==> src/rtl/cpu_pkg.sv <==
// cpu_pkg
// Shared definitions for the 16-bit single-cycle CPU.
//   ADDR_WIDTH : width of the instruction address bus (word addressed)
//   PC_INCR    : default program-counter step, one instruction per address
//   addr_t     : instruction address type
package cpu_pkg;

    localparam int ADDR_WIDTH = 16;
    localparam int PC_INCR    = 1;

    typedef logic [ADDR_WIDTH-1:0] addr_t;

endpackage : cpu_pkg

==> src/rtl/pc_incr_comb.sv <==
// pc_incr_comb
// Purely combinational program-counter adder. Adds a fixed increment to the
// incoming address using an ADDR_WIDTH+1 bit unsigned sum.
// Ports:
//   addr  (in,  ADDR_WIDTH) : current program counter
//   sum   (out, ADDR_WIDTH) : low bits of addr + PC_INCR (modulo 2^ADDR_WIDTH)
//   carry (out, 1)          : carry out of the addition, i.e. address wrap
module pc_incr_comb
    import cpu_pkg::*;
#(
    parameter int          ADDR_WIDTH = cpu_pkg::ADDR_WIDTH,
    parameter int unsigned PC_INCR    = cpu_pkg::PC_INCR
) (
    input  logic [ADDR_WIDTH-1:0] addr,
    output logic [ADDR_WIDTH-1:0] sum,
    output logic                  carry
);

    // The increment is truncated to the address width before the add, so an
    // oversized PC_INCR behaves as its modulo-2^ADDR_WIDTH value.
    localparam logic [ADDR_WIDTH-1:0] INCR_C = ADDR_WIDTH'(PC_INCR);

    logic [ADDR_WIDTH:0] full_sum;

    always_comb begin
        full_sum = {1'b0, addr} + {1'b0, INCR_C};
        sum      = full_sum[ADDR_WIDTH-1:0];
        carry    = full_sum[ADDR_WIDTH];
    end

endmodule : pc_incr_comb

==> src/rtl/pc_adder.sv <==
// pc_adder
// Program-counter incrementer. Every rising clock edge it registers
// current_address + PC_INCR as the sequential fetch address, together with a
// flag telling whether the addition wrapped past the top of the address space.
// Ports:
//   clk             (in,  1)          : system clock, rising edge
//   reset           (in,  1)          : asynchronous, active-high reset
//   current_address (in,  ADDR_WIDTH) : PC of the instruction being executed
//   next_address    (out, ADDR_WIDTH) : registered current_address + PC_INCR
//   wrapped         (out, 1)          : registered carry out of that addition
module pc_adder
    import cpu_pkg::*;
#(
    parameter int          ADDR_WIDTH = cpu_pkg::ADDR_WIDTH,
    parameter int unsigned PC_INCR    = cpu_pkg::PC_INCR
) (
    input  logic                  clk,
    input  logic                  reset,
    input  logic [ADDR_WIDTH-1:0] current_address,
    output logic [ADDR_WIDTH-1:0] next_address,
    output logic                  wrapped
);

    logic [ADDR_WIDTH-1:0] sum;
    logic                  carry;

    logic [ADDR_WIDTH-1:0] next_address_d;
    logic [ADDR_WIDTH-1:0] next_address_q;
    logic                  wrapped_d;
    logic                  wrapped_q;

    pc_incr_comb #(
        .ADDR_WIDTH (ADDR_WIDTH),
        .PC_INCR    (PC_INCR)
    ) u_incr (
        .addr  (current_address),
        .sum   (sum),
        .carry (carry)
    );

    // No enable or stall: the register simply reloads the adder result
    // on every edge.
    always_comb begin
        next_address_d = sum;
        wrapped_d      = carry;
    end

    // Reset clears the outputs immediately and discards any pending sum.
    always_ff @(posedge clk or posedge reset) begin
        if (reset) begin
            next_address_q <= '0;
            wrapped_q      <= 1'b0;
        end else begin
            next_address_q <= next_address_d;
            wrapped_q      <= wrapped_d;
        end
    end

    assign next_address = next_address_q;
    assign wrapped      = wrapped_q;

endmodule : pc_adder

==> config.mk <==
export PLATFORM = sky130hd
export DESIGN_NAME = pc_adder
export DESIGN_NICKNAME = d
export VERILOG_FILES = /design/src/rtl/cpu_pkg.sv /design/src/rtl/pc_incr_comb.sv /design/src/rtl/pc_adder.sv
export SDC_FILE = /design/constraint.sdc
export NUM_CORES = 1
export LEC_CHECK = 0
export CAP_MARGIN = 20
export CORE_UTILIZATION = 35
export DETAILED_ROUTE_END_ITERATION = 16
export GPL_TIMING_DRIVEN = 0
export PLACE_DENSITY = 0.79
export REMOVE_ABC_BUFFERS = 1
export SLEW_MARGIN = 20
export SYNTH_ARGS = -nofsm -noshare
export SYNTH_HDL_FRONTEND = slang
export SYNTH_HIERARCHICAL = 1
export SYNTH_SLANG_ARGS = --single-unit
==> constraint.sdc <==
create_clock -name clk -period 0.8 [get_ports clk]
set_input_delay 0.24 -clock clk [delete_from_list [all_inputs] [get_ports clk]]
set_output_delay 0.24 -clock clk [all_outputs]
set_load 0.05 [all_outputs]
==> qor.txt <==
Status: finished with violations
Failing checks: negative setup slack
WL final: 1.78 mm
Max_cap viols: 0
CP Capture Type: primary output
Grt ovf: 0
Cells after Synth: 62
Synth area leader: dfrtp_1
Die H: 48.4 µm
CP Max Fanout: 1
Layout cells sized above 1: 53.3%
CP max stage delay: 0.40 ns
Antenna violations before repair: 0
Synth top cells by count: 17 x dfrtp_1, 10 x xor2_1, 5 x nor2_1
Crit path buffers/inverters: 1
Pre-antenna DRT Iters: 2
Final period utilization: 136%
DR WL/cell: 13.5 µm
Clock sink count: 17
Cell Count, Final, Fillers Out: 132
Flop and latch count out of synthesis: 17
P&R area growth vs syn: 75.4%
DP Cell Count: 123
Netlist Area Pre-Place: 752 µm²
First-pass GRT wire length: 2.99 mm
GPL Wtd Cong: 0.757
Clock Tree Root: clkbuf_4
Hold EP: next_address[11]
RSZ-0062 raised after global routing: yes
Fmax: 921 MHz
Filler cells: 140
Worst EP arrival: 0.85 ns
Ports: 35
DR vias/cell: 4.67
Clk slew on worst S/H paths: 0.10 ns
H-tree levels: 1
Die area: 2340 µm²
Class of the tightest hold or removal check: primary input to flop
Maximum VDD drop: 1.19 mV
Leading cell types by total area after synthesis: dfrtp_1 57%, xor2_1 12%, nand4_2 5.0%
Top-count cell post-synth: dfrtp_1
Hold Fails Final Rpt: 0
Synth warn: 6
Unique masters post-synth: 15
Final min period: 1.09 ns
Core area: 1980 µm²
Final instance area: 1320 µm²
TritonCTS buffer count: 3
CTS tree: yes
P_leak: 0.597 nW
Crit start category: flop
Drt drc: 0
Post-DRT Antenna Nets: 0
WS Path Type: flop to primary output
CP Cell Sequence: buf_6
Vias in the first global route: 654
CP top delay family: flip-flops
Post-synthesis sequential area ratio: 56.6%
Pwr Total: 1.97 mW
Longest Clk Path Bufs: 2
FP Rows: 16
Placed inst area: 1130 µm²
Final-report max-slew violation count: 0
Antenna diode count: 0
Post-CTS Hold Fix Bufs: 0
Slew headroom: 76.4%
CP max-delay cell: dfrtp_1
Gr usage total: 17.0%
Critical path origin: next_address[4]
Post-synth ARST share: 100%
# setup viols final: 19
Ys flop type: dfrtp_1
Syn Area/Cell: 12.1 µm²
Min-delay src: current_address[11]
Worst setup margin: -0.285 ns
Slew at the pin with the worst max-slew slack: 0.353 ns
Detailed Place HPWL: 1.23 mm
Drt initial violations: 4
Largest net degree at the start of global routing: 18
PD cells: 1490 nW/µm²
Critical path required time: 0.56 ns
Vias: 616
Initial Util: 37.9%
EDFF count, synth: 0
PortBufs: 34
Final Net Count: 125
Worst slack, placed: -0.996 ns
DIE WIDTH: 48.4 µm
Area share of the largest cell type after synthesis: 56.6%
Hold Path Depth: 2
flip-flops by register name (all words and copies together), names as in the netlist:
name	count
next_address	16
wrapped	1
through the flow:
stage               utilization (%)  setup TNS, ns  hold WS (ns)
CTS                            64.5          -4.69         0.101
detailed placement             56.8         -26.13         0.654
global placement               56.8         -24.89         0.641
global route                   66.5          -5.20         0.110
floorplan                         -          -1.92         0.166
finish                         66.5          -4.57         0.123
how the worst max path moves through the flow:
stage                                   to  slack (ns)  depth (start not counted)
after floorplan           next_address[14]       -0.31                          4
after global placement    next_address[14]       -0.95                          5
after detailed placement  next_address[14]        -1.0                          5
after CTS                  next_address[4]       -0.30                          1
after global routing       next_address[4]       -0.31                          1
final                      next_address[4]       -0.29                          1
logic make-up after synthesis:
family / share of synthesized area [%]
buffers and inverters: 2.00
and+or+nand+nor: 23.5
DFF: 56.6
adders and majority gates: 1.66
xor gates and xnor gates: 16.3
power by group:
| group | leakage [nW] | internal (mW) | total (mW) | switching (mW) |
|---|---|---|---|---|
| Sequential | 0.200 | 0.910 | 0.933 | 0.0236 |
| Combinational | 0.378 | 0.233 | 0.580 | 0.347 |
| Clock | 0.0177 | 0.186 | 0.453 | 0.268 |
cell usage in the layout (no fill, tap or decap), drive strengths merged, types with 3 or more instances in the layout:
cell    instances
inv             3
xor2           10
nor2            5
clkbuf          5
nand2           4
buf            35
nand3           5
xnor2           4
dfrtp          17
nand4           4
nor3            4
nor4            3
metal layers:
layer	routed length, µm	global-route usage, %
met4	48	12.7
met5	0	0
met1	732	21.0
met3	80	2.20
met2	918	27.2
layout make-up:
cell class	count	area, µm²	area share (%)
clock buffer	3	22.5	1.71
clock inverter	1	5.00	0.380
inverter	4	18.8	1.42
multi-input combinational	41	402	30.5
sequential	17	425	32.3
tap	27	33.8	2.56
timing repair buffer	39	412	31.2
what timing repair did:
item | in CTS | in global routing
setup endpoints to repair | 33 | 39
buffers inserted | 4 | 1
cloned | 0 | 0
resized for setup | 202 | 18
pin swaps | 9 | 6
(Power assumes the default switching activity.)
